File: src/rtl/id_ex_operand_reg.sv
// rtl/id_ex_operand_reg.sv - ID/EX pipeline register with MEM/WB operand forwarding
// Holds decoded operands for the EX units; refreshes held rs/rt from WB while stalled.
module id_ex_operand_reg #(
  parameter int WIDTH = 32,
  parameter int RA_W  = 5,
  parameter int OP_W  = 4
) (
  input  logic             clk,
  input  logic             reset,
  input  logic             stall,
  input  logic             flush,
  input  logic             id_valid,
  input  logic [WIDTH-1:0] id_pc,
  input  logic [WIDTH-1:0] id_instr,
  input  logic [WIDTH-1:0] id_rs_val,
  input  logic [WIDTH-1:0] id_rt_val,
  input  logic [WIDTH-1:0] id_imm,
  input  logic [RA_W-1:0]  id_rs_addr,
  input  logic [RA_W-1:0]  id_rt_addr,
  input  logic [RA_W-1:0]  id_wa,
  input  logic [OP_W-1:0]  id_alu_op,
  input  logic             id_bsel,
  input  logic             id_reg_we,
  input  logic             mem_we,
  input  logic [RA_W-1:0]  mem_wa,
  input  logic [WIDTH-1:0] mem_wd,
  input  logic             wb_we,
  input  logic [RA_W-1:0]  wb_wa,
  input  logic [WIDTH-1:0] wb_wd,
  output logic             ex_valid,
  output logic [WIDTH-1:0] ex_pc,
  output logic [WIDTH-1:0] ex_instr,
  output logic [WIDTH-1:0] ex_A,
  output logic [WIDTH-1:0] ex_B,
  output logic [WIDTH-1:0] ex_rt_fwd,
  output logic [RA_W-1:0]  ex_wa,
  output logic [OP_W-1:0]  ex_alu_op,
  output logic             ex_reg_we
);

  logic             valid_q,   valid_d;
  logic [WIDTH-1:0] pc_q,      pc_d;
  logic [WIDTH-1:0] instr_q,   instr_d;
  logic [WIDTH-1:0] rs_val_q,  rs_val_d;
  logic [WIDTH-1:0] rt_val_q,  rt_val_d;
  logic [WIDTH-1:0] imm_q,     imm_d;
  logic [RA_W-1:0]  rs_addr_q, rs_addr_d;
  logic [RA_W-1:0]  rt_addr_q, rt_addr_d;
  logic [RA_W-1:0]  wa_q,      wa_d;
  logic [OP_W-1:0]  alu_op_q,  alu_op_d;
  logic             bsel_q,    bsel_d;
  logic             reg_we_q,  reg_we_d;

  function automatic logic wb_hit(input logic [RA_W-1:0] addr);
    return wb_we && (wb_wa != '0) && (wb_wa == addr);
  endfunction

  function automatic logic mem_hit(input logic [RA_W-1:0] addr);
    return mem_we && (mem_wa != '0) && (mem_wa == addr);
  endfunction

  function automatic logic [WIDTH-1:0] fwd(input logic [RA_W-1:0]  addr,
                                           input logic [WIDTH-1:0] stored);
    if (mem_hit(addr))
      return mem_wd;
    else if (wb_hit(addr))
      return wb_wd;
    else
      return stored;
  endfunction

  always_comb begin
    valid_d   = valid_q;
    pc_d      = pc_q;
    instr_d   = instr_q;
    rs_val_d  = rs_val_q;
    rt_val_d  = rt_val_q;
    imm_d     = imm_q;
    rs_addr_d = rs_addr_q;
    rt_addr_d = rt_addr_q;
    wa_d      = wa_q;
    alu_op_d  = alu_op_q;
    bsel_d    = bsel_q;
    reg_we_d  = reg_we_q;
    if (flush) begin
      // Addresses clear too, so a bubble can never pick up a forwarded value.
      valid_d   = 1'b0;
      pc_d      = '0;
      instr_d   = '0;
      rs_val_d  = '0;
      rt_val_d  = '0;
      imm_d     = '0;
      rs_addr_d = '0;
      rt_addr_d = '0;
      wa_d      = '0;
      alu_op_d  = '0;
      bsel_d    = 1'b0;
      reg_we_d  = 1'b0;
    end else if (stall) begin
      if (wb_hit(rs_addr_q)) rs_val_d = wb_wd;
      if (wb_hit(rt_addr_q)) rt_val_d = wb_wd;
    end else begin
      valid_d   = id_valid;
      pc_d      = id_pc;
      instr_d   = id_instr;
      rs_val_d  = wb_hit(id_rs_addr) ? wb_wd : id_rs_val;
      rt_val_d  = wb_hit(id_rt_addr) ? wb_wd : id_rt_val;
      imm_d     = id_imm;
      rs_addr_d = id_rs_addr;
      rt_addr_d = id_rt_addr;
      wa_d      = id_wa;
      alu_op_d  = id_alu_op;
      bsel_d    = id_bsel;
      reg_we_d  = id_reg_we & id_valid;
    end
  end

  always_ff @(posedge clk) begin
    if (reset) begin
      valid_q   <= 1'b0;
      pc_q      <= '0;
      instr_q   <= '0;
      rs_val_q  <= '0;
      rt_val_q  <= '0;
      imm_q     <= '0;
      rs_addr_q <= '0;
      rt_addr_q <= '0;
      wa_q      <= '0;
      alu_op_q  <= '0;
      bsel_q    <= 1'b0;
      reg_we_q  <= 1'b0;
    end else begin
      valid_q   <= valid_d;
      pc_q      <= pc_d;
      instr_q   <= instr_d;
      rs_val_q  <= rs_val_d;
      rt_val_q  <= rt_val_d;
      imm_q     <= imm_d;
      rs_addr_q <= rs_addr_d;
      rt_addr_q <= rt_addr_d;
      wa_q      <= wa_d;
      alu_op_q  <= alu_op_d;
      bsel_q    <= bsel_d;
      reg_we_q  <= reg_we_d;
    end
  end

  assign ex_valid  = valid_q;
  assign ex_pc     = pc_q;
  assign ex_instr  = instr_q;
  assign ex_wa     = wa_q;
  assign ex_alu_op = alu_op_q;
  assign ex_reg_we = reg_we_q & valid_q;
  assign ex_A      = fwd(rs_addr_q, rs_val_q);
  assign ex_rt_fwd = fwd(rt_addr_q, rt_val_q);
  assign ex_B      = bsel_q ? imm_q : ex_rt_fwd;

endmodule

File: config.mk
export PLATFORM = sky130hd
export DESIGN_NAME = id_ex_operand_reg
export DESIGN_NICKNAME = d
export VERILOG_FILES = /design/src/rtl/id_ex_operand_reg.sv
export SDC_FILE = /design/constraint.sdc
export NUM_CORES = 1
export LEC_CHECK = 0
export ABC_AREA = 1
export CORE_ASPECT_RATIO = 2
export CORE_MARGIN = 4
export CORE_UTILIZATION = 25
export CTS_CLUSTER_SIZE = 12
export DETAILED_ROUTE_END_ITERATION = 16
export GPL_TIMING_DRIVEN = 1
export SYNTH_ARGS = -nofsm -noshare
export SYNTH_HDL_FRONTEND = slang
export SYNTH_SLANG_ARGS = --single-unit
File: constraint.sdc
create_clock -name clk -period 2.33 [get_ports clk]
set_input_delay 0.3495 -clock clk [delete_from_list [all_inputs] [get_ports clk]]
set_output_delay 0.3495 -clock clk [all_outputs]
set_load 0.005 [all_outputs]
==> results.md <==
- Status: finished, violations left
- Violated checks: negative setup slack
- Initial antenna violation count: 17
- Port-buffer cells: 432
- Die W: 152 um
- Io pins: 433
- Startpoint types: flop
- Yosys warns: 0
- Total chip power: 8600 uW
- Wire length per cell: 19.6 um
- Worst vdd ir: 0.000539 V
- Clk_skew: 0.0128 ns
- CTS H-tree lvls: 4
- Slew Limit Fails: 0
- Total number of vias: 13310
- Worst EP arrival: 2.31 ns
- Synth Area in Compound Gates: 8.16%
- Area delta synth->final: 85.0%
- Max Cap Violations: 0
- Via density per instance: 4.81
- Setup crit end kind: primary output
- Synth Area in Simple Gates: 46.5%
- Synthesized flop and latch total: 182
- Relative slew slack: 59.7%
- Antenna-violating nets left: 0
- Synth cell types: 29
- Vias in the first global route: 13107
- Post-synthesis mux area share: 0%
- Final wirelength: 54300 um
- Adder-Cell Fraction of Synth Area: 0%
- Clock buffer count from CTS: 17
- Clock sink total: 182
- Worst R2R Setup Slack: 0.30 ns
- Max Buffers Root-to-Sink: 2
- Cells after DPL: 2597
- Leakage power: 0.00846 uW
- TritonCTS clock tree: done
- Worst min path class: primary input to flop
- Post-Place Worst Slack: -0.826 ns
- Final design area excluding fillers: 19100 um^2
- Fraction of layout instances using a drive strength above 1: 28.2%
- Worst-margin pin slew: 0.605 ns
- DRC Markers: 0
- Root Driver: clkbuf_16
- GRT Overall Usage: 23.1%
- Die area: 44700 um^2
- Initial DRC Count: 834
- Row Count: 105
- Synthesized Nets: 1892
- Crit Path Class: flop to primary output
- Fin crit period: 2.66 ns
- Drt pass-1 iters: 6
- Seq/Total Area, Yosys: 35.4%
- Max Fanout on Critical Path: 5
- Final hold vios: 0
- Cell Area, Placed: 16000 um^2
- Syn_area_per_cell: 6.32 um^2
- Layout Nets: 2466
- Pwr Density: 451 nW/um^2
- Final Instance Count excl. Fillers: 2766
- Worst EP required: 1.98 ns
- Post-synthesis xor/xnor area fraction: 2.47%
- Synthesized area: 10300 um^2
- Initial core utilization: 25.2%
- Cts hold-fix bufs: 0
- Clock Latency Late Sink: 0.46 ns
- # setup viols final: 96
- GRT Residual Overflow: 0
- Chip height: 295 um
- Largest family of logic cells by synthesized area: simple AND/OR/NAND/NOR gates
- Mapped Cells: 1630
- Clock transition at path regs: 0.07 ns
- Post-DP HPWL: 36500 um
- CORE AREA: 40900 um^2
- First-pass GRT wire length: 77600 um
- Fmax: 0.376 GHz
- RSZ-0062 raised after global routing: true
- Fin crit share: 114%
- Routability cong.: 0.874
- Largest net degree at the start of global routing: 114
- Final worst slack: -0.333 ns
-- cell families (layout without fill, tap and decap cells) --
group,after synthesis,in the layout
AND/OR/NAND/NOR,1102,1102
flip-flops,182,182
buffers and inverters,165,752
AO/OA/AOI/OAI,152,152
XOR/XNOR,29,29
other,0,14
-- final timing paths --
check	from	to	cells after the start
hold reg to reg	ex_pc[3]$_SDFFE_PP0N_	ex_pc[3]$_SDFFE_PP0N_	2
hold / removal	stall	rs_addr_q[0]$_SDFFE_PP0N_	3
setup / recovery	rt_addr_q[0]$_SDFFE_PP0N_	ex_B[11]	13
setup reg to reg	rt_addr_q[0]$_SDFFE_PP0N_	rt_val_q[20]$_SDFF_PP0_	13
-- critical path, stage by stage (launching register included) --
cell and delay, ns:
dfxtp_2 0.34, xnor2_2 0.18, nand2_2 0.09, nor2_4 0.14
buf_12 0.13, nand3_4 0.13, buf_12 0.17, clkbuf_16 0.16
nand2_4 0.09, nand3_4 0.07, buf_6 0.12, nand3_2 0.05
nand2_2 0.05, buf_6 0.12
-- synthesized netlist by cell type --
cell | count | area share, %
o21a_1 | 32 | 2.3
nand2_4 | 1 | 0.11
nand2_2 | 13 | 0.79
clkbuf_1 | 58 | 2.1
buf_4 | 11 | 0.80
nand3_2 | 10 | 0.97
buf_2 | 35 | 1.7
nor3_2 | 1 | 0.097
nand4_1 | 32 | 1.9
xnor2_1 | 14 | 1.2
o21ai_0 | 2 | 0.097
clkbuf_4 | 1 | 0.073
inv_1 | 37 | 1.3
nor2_1 | 136 | 5.0
xor2_1 | 15 | 1.3
nand2_1 | 615 | 22
inv_2 | 3 | 0.11
dfxtp_1 | 182 | 35
buf_1 | 12 | 0.44
nor3_1 | 1 | 0.049
and2_1 | 32 | 1.9
nor3_4 | 1 | 0.16
nor2_2 | 2 | 0.12
nand3_1 | 251 | 12
a21oi_1 | 118 | 5.7
nor2_4 | 5 | 0.55
nand3_4 | 1 | 0.17
buf_6 | 8 | 0.87
nand3b_1 | 1 | 0.073
-- sequential cells by signal, summed over array words and instances (netlist names) --
signal / cells
ex_wa: 5
rt_val_q: 32
ex_valid: 1
ex_alu_op: 4
reg_we_q: 1
rt_addr_q: 5
ex_instr: 32
rs_addr_q: 5
ex_pc: 32
rs_val_q: 32
imm_q: 32
bsel_q: 1
-- metrics by stage --
step / hold slack, ns / utilization (%) / TNS (ns)
global placement: 0.447 / 39.2 / -71.07
detailed placement: 0.450 / 39.2 / -72.21
floorplan: 0.445 / - / 0
global route: 0.314 / 46.6 / -30.69
finish: 0.319 / 46.6 / -21.20
CTS: 0.275 / 44.1 / -28.28
-- per-layer routing --
layer | part of all wire (%) | vias up | track usage [%]
met1 | 33 | 6142 | 23.2
li1 | - | 6429 | -
met5 | 0.076 | - | 0
met4 | 6.4 | 6 | 14.3
met2 | 54 | 585 | 42.7
met3 | 6.3 | 148 | 4.92
-- area by class of cell --
cell class	instances	area, um^2
fillers	3994	21800
multi-input cells	1283	7120
repair buffers	680	6820
flip-flops and latches	182	3660
well taps	535	669
clock buffers	18	429
clock inverters	14	169
inverters	40	158
diodes	14	35.0
-- cell usage in the layout (no fill, tap or decap), types with 7 or more instances in the layout --
cell / count
buf_12: 40
nand3_2: 61
dfxtp_1: 174
buf_6: 72
nand2_4: 31
xor2_1: 9
o21a_1: 32
nand2_2: 65
buf_4: 137
clkdlybuf4s50_1: 325
buf_2: 46
clkbuf_2: 28
xnor2_1: 8
nand4_1: 32
diode_2: 14
buf_8: 7
clkbuf_16: 18
dlygate4sd2_1: 10
nor2_1: 131
nand3_4: 32
a21oi_1: 118
buf_16: 11
nand3_1: 169
dfxtp_2: 7
inv_1: 35
and2_4: 23
nor2_4: 11
nand2_1: 532
and2_1: 9
-- report_power, final --
group	leakage, uW	internal (uW)	switching, uW
combinational	0.00669	1130	1090
clock	0.000283	1620	1470
sequential	0.00149	3220	63.3
-- timing repair --
item                       in CTS  in global routing
setup endpoints to repair      96                 96
pin swaps                      44                 67
hold endpoints to repair        0                  0
gates resized for setup       500                263
cloned                         14                  1
buffers inserted               67                 50
(Power assumes the default switching activity.)
==> patch 1 (same settings) <==
Set the parameter `RA_W` to 7 (it was 5).
--- a/src/rtl/id_ex_operand_reg.sv
+++ b/src/rtl/id_ex_operand_reg.sv
@@ -2,7 +2,7 @@
 // Holds decoded operands for the EX units; refreshes held rs/rt from WB while stalled.
 module id_ex_operand_reg #(
   parameter int WIDTH = 32,
-  parameter int RA_W  = 5,
+  parameter int RA_W  = 7,
   parameter int OP_W  = 4
 ) (
   input  logic             clk,
Interface: changed (6 resized); port bits go from 433 to 445. The function was not compared with the original's and may differ.
==> patch 1 against the unedited design <==
The flow still finishes with violations (negative setup slack); global-route usage rose by 0.098 points; area after synthesis increased by 4.6%; cell area grew 6.4%; total power rose by 2.3%; routed wire length up 5.5%; sequential cell count grew 6; first-iteration DRC count down 11%; clock power is 3% higher; setup slack gained 14 ps; fmax up 0.54%; non-clock buffer count grew 16; final cell count is 3.3% higher; largest cell class unchanged; largest power group unchanged; highest routed layer is now met4.
==> patch 1: results (changes against the unedited design) <==
met2 GRT Util = 0.436 (+0.00921)
final setup margin = -318 ps (+14.4 ps)
count of cell types in the netlist = 25 (-14%)
Avg Inst Size Synth = 6.32 sq um (about the same)
status = complete, but fails checks
WL final = 57300 microns (+5.5%)
Slew headroom = 0.619 (+0.0224)
ratio of cells with drive above 1 in the final layout = 0.306 (+0.0237)
Final #Nets = 2556 (+3.6%)
P_sw = 2.60 mW (-1.2%)
initial antenna violation count = 16 (-1)
worst flop-to-flop path endpoint = rt_val_q[12]
share of the synthesized area in the top cell type = 0.349 (-0.00434)
DR vias/cell = 4.89 (+1.7%)
Setup violations, final = 96 (unchanged)
Routed WL per cell = 20.0 microns (+2.2%)
Post-DP HPWL = 40200 microns (+10%)
flop2flop setup slack = 190 ps (-110 ps)
Leak Pwr = 8.90 nW (+5.2%)
ranking of synthesized cells by area = dfxtp_1, nand2_1, nand4_1
Post-CTS Resized = 817 (+63%)
met1 WL = 19300 microns (+6.4%)
Synth top cells by count = nand2_1, dfxtp_1, nor2_1, nand3_1, a21oi_1
Min-Delay Endpoint = imm_q[13]
net count after synthesis = 1977 (+4.5%)
CP Capture Point = ex_B[1]
highest cell delay on the worst timing path = 370 ps (+30 ps)
first-pass GRT wire length = 83200 microns (+7.2%)
met1 Track Usage GR = 0.229 (-0.00284)
sequential power = 3.41 mW (+4%)
pin count of the biggest net entering global routing = 118 (+3.5%)
Peak VDD IR = 0.000547 V (+1.5%)
delay-heaviest family, CP = simple AND/OR/NAND/NOR gates
sequential fraction of the synthesis area = 0.349 (-0.00434)
Port-buffer cells = 444 (+2.8%)
met3 wire length = 3690 microns (+7.7%)
CP max stage cell = dfxtp_4
failing checks = negative setup slack
GPL Wtd Cong = 0.876 (+0.25%)
reg2reg path depth = 16 (+3)
total global-route track usage = 0.232 (+0.000980)
Worst Skew = 13.1 ps (+0.350 ps)
highest routing layer actually used = met4
postcts setup bufs = 77 (+15%)
## patch 1: cell families (layout without fill, tap and decap cells)
kind of cell	count (synthesis)	in the layout	synth area share
and+or+nand+nor	1131	1131	0.465
DFF	188	188	0.349
buffers and inverters	186	778	0.0793
AOI/OAI and AO/OA	163	163	0.0757
xor gates and xnor gates	37	37	0.0301
other	0	15	0
## patch 1: layout make-up
class	instances	area, sq um
well taps	545	682
repair buffers	696	7020
diodes	15	37.5
inverters	50	193
fillers	4191	22300
clock inverters	14	180
multi-input cells	1331	7930
clock buffers	18	429
flip-flops and latches	188	3800
## patch 1: per-stage QoR
stage	util	hold slack [ps]	total power, mW	instance area, sq um	setup TNS, ps
2_1_floorplan	-	445	4.20	10800	0
3_3_place_gp	0.393	441	5.37	16800	-83190
3_5_place_dp	0.393	451	5.38	16800	-82100
4_1_cts	0.458	392	8.82	19500	-25030
5_1_grt	0.476	422	9.16	20300	-28450
6_report	0.476	434	8.80	20300	-20190
==> patch 2 (same flow settings) <==
Without the edit above. Make the reset (`reset`) asynchronous in one clocked block.
--- a/src/rtl/id_ex_operand_reg.sv
+++ b/src/rtl/id_ex_operand_reg.sv
@@ -115,7 +115,7 @@
     end
   end
 
-  always_ff @(posedge clk) begin
+  always_ff @(posedge clk or posedge reset) begin
     if (reset) begin
       valid_q   <= 1'b0;
       pc_q      <= '0;
Formal check against the unedited RTL: differs if reset is asserted again (counterexample within 4 cycles, from zero or initial values and one cycle with reset high); with reset held inactive, the same outputs for 4 cycles.
==> patch 2 against the unedited design <==
The flow still finishes with violations (negative setup slack); first-iteration DRC count down 5.9%; cell area increased by 3.6%; largest cell class unchanged; utilization grew 0.48 points; critical path depth shrank 1; area after synthesis is 2.8% higher; combinational power is 22% higher; non-clock buffer count shrank 16; highest routed layer is now met4; total power grew 6.5%; setup slack lost 110 ps; sequential cell count did not move; routed wire length up 4.7%.
==> patch 2: results (changes against the unedited design) <==
final setup margin = -445 ps (-112 ps)
Inst Count DP = 2399 (-7.6%)
worst flop-to-flop path endpoint = rs_val_q[6]
pin count of the biggest net entering global routing = 75 (-34%)
Synth Area in Compound Gates = 0.0984 (+0.0168)
Place WS = -1140 ps (-317 ps)
chip width = 154 microns (+1.3%)
Post-CTS Resized = 166 (-67%)
Peak VDD IR = 0.000499 V (-7.4%)
met3 wire length = 2770 microns (-19%)
ys async rst share = 1.00 (+1.00)
flop2flop setup slack = 390 ps (+90 ps)
sequential fraction of the synthesis area = 0.430 (+0.0764)
DRT iter0 DRCs = 785 (-5.9%)
met1 Track Usage GR = 0.243 (+0.0110)
fraction of power consumed by sequential logic = 0.377 (-0.005)
Avg Inst Size Synth = 7.63 sq um (+21%)
net count after synthesis = 1650 (-13%)
first-pass GRT wire length = 78400 microns (+1.0%)
postcts setup bufs = 12 (-82%)
highest cell delay on the worst timing path = 410 ps (+70 ps)
vias in the first global route = 12.7k (-2.9%)
crit-path max FO = 8 (+3)
setup total negative slack = -30830 ps (-9630 ps)
DR vias/cell = 4.96 (+3.1%)
worst setup path startpoint = rt_addr_q[1]
clock share of power = 0.328 (-0.032)
routed wl met2 = 30800 microns (+5.5%)
met1 WL = 19800 microns (+9.2%)
Routed WL per cell = 22.4 microns (+14%)
Leak Pwr = 9.81 nW (+16%)
failing checks = negative setup slack
count of cell types in the netlist = 28 (-3.4%)
worst r2r src = rs_addr_q[0]
Setup violations, final = 96 (unchanged)
Finished Layout Cells = 2536 (-8.3%)
ratio of cells with drive above 1 in the final layout = 0.307 (+0.0249)
Placed Area = 16600 sq um (+3.7%)
post-synthesis xor/xnor area fraction = 0.0190 (-0.00563)
Worst Skew = 15.5 ps (+2.69 ps)
total global-route track usage = 0.222 (-0.00893)
Fillers = 4140 (+3.7%)
status = complete, but fails checks
slew at the pin closest to its max-slew limit = 472 ps (-133 ps)
==> patch 2: cell types whose count changed in the layout (fill, tap and decap cells not counted), sizes merged, moves of 108 or more <==
cell	before	now
a21oi	118	2
a22o	0	112
dfrtp	0	182
dfxtp	182	0
inv	45	153
nand2	629	412
nor2	143	12
==> patch 2: cell type report <==
| type | instances | area (sq um) | share of cell area |
|---|---|---|---|
| tap | 540 | 676 | 0.0342 |
| clock inverter | 15 | 159 | 0.00805 |
| multi-input combinational | 963 | 6680 | 0.338 |
| timing repair buffer | 664 | 6670 | 0.338 |
| clock buffer | 17 | 425 | 0.0215 |
| sequential | 182 | 4560 | 0.231 |
| inverter | 144 | 554 | 0.0281 |
| antenna | 11 | 27.5 | 0.00139 |
==> patch 2: logic make-up (layout without fill, tap and decap cells) <==
family	Yosys count	in the layout
xor gates and xnor gates	23	23
AOI/OAI and AO/OA	121	121
other	0	11
DFF	182	182
and+or+nand+nor	819	819
buffers and inverters	243	840
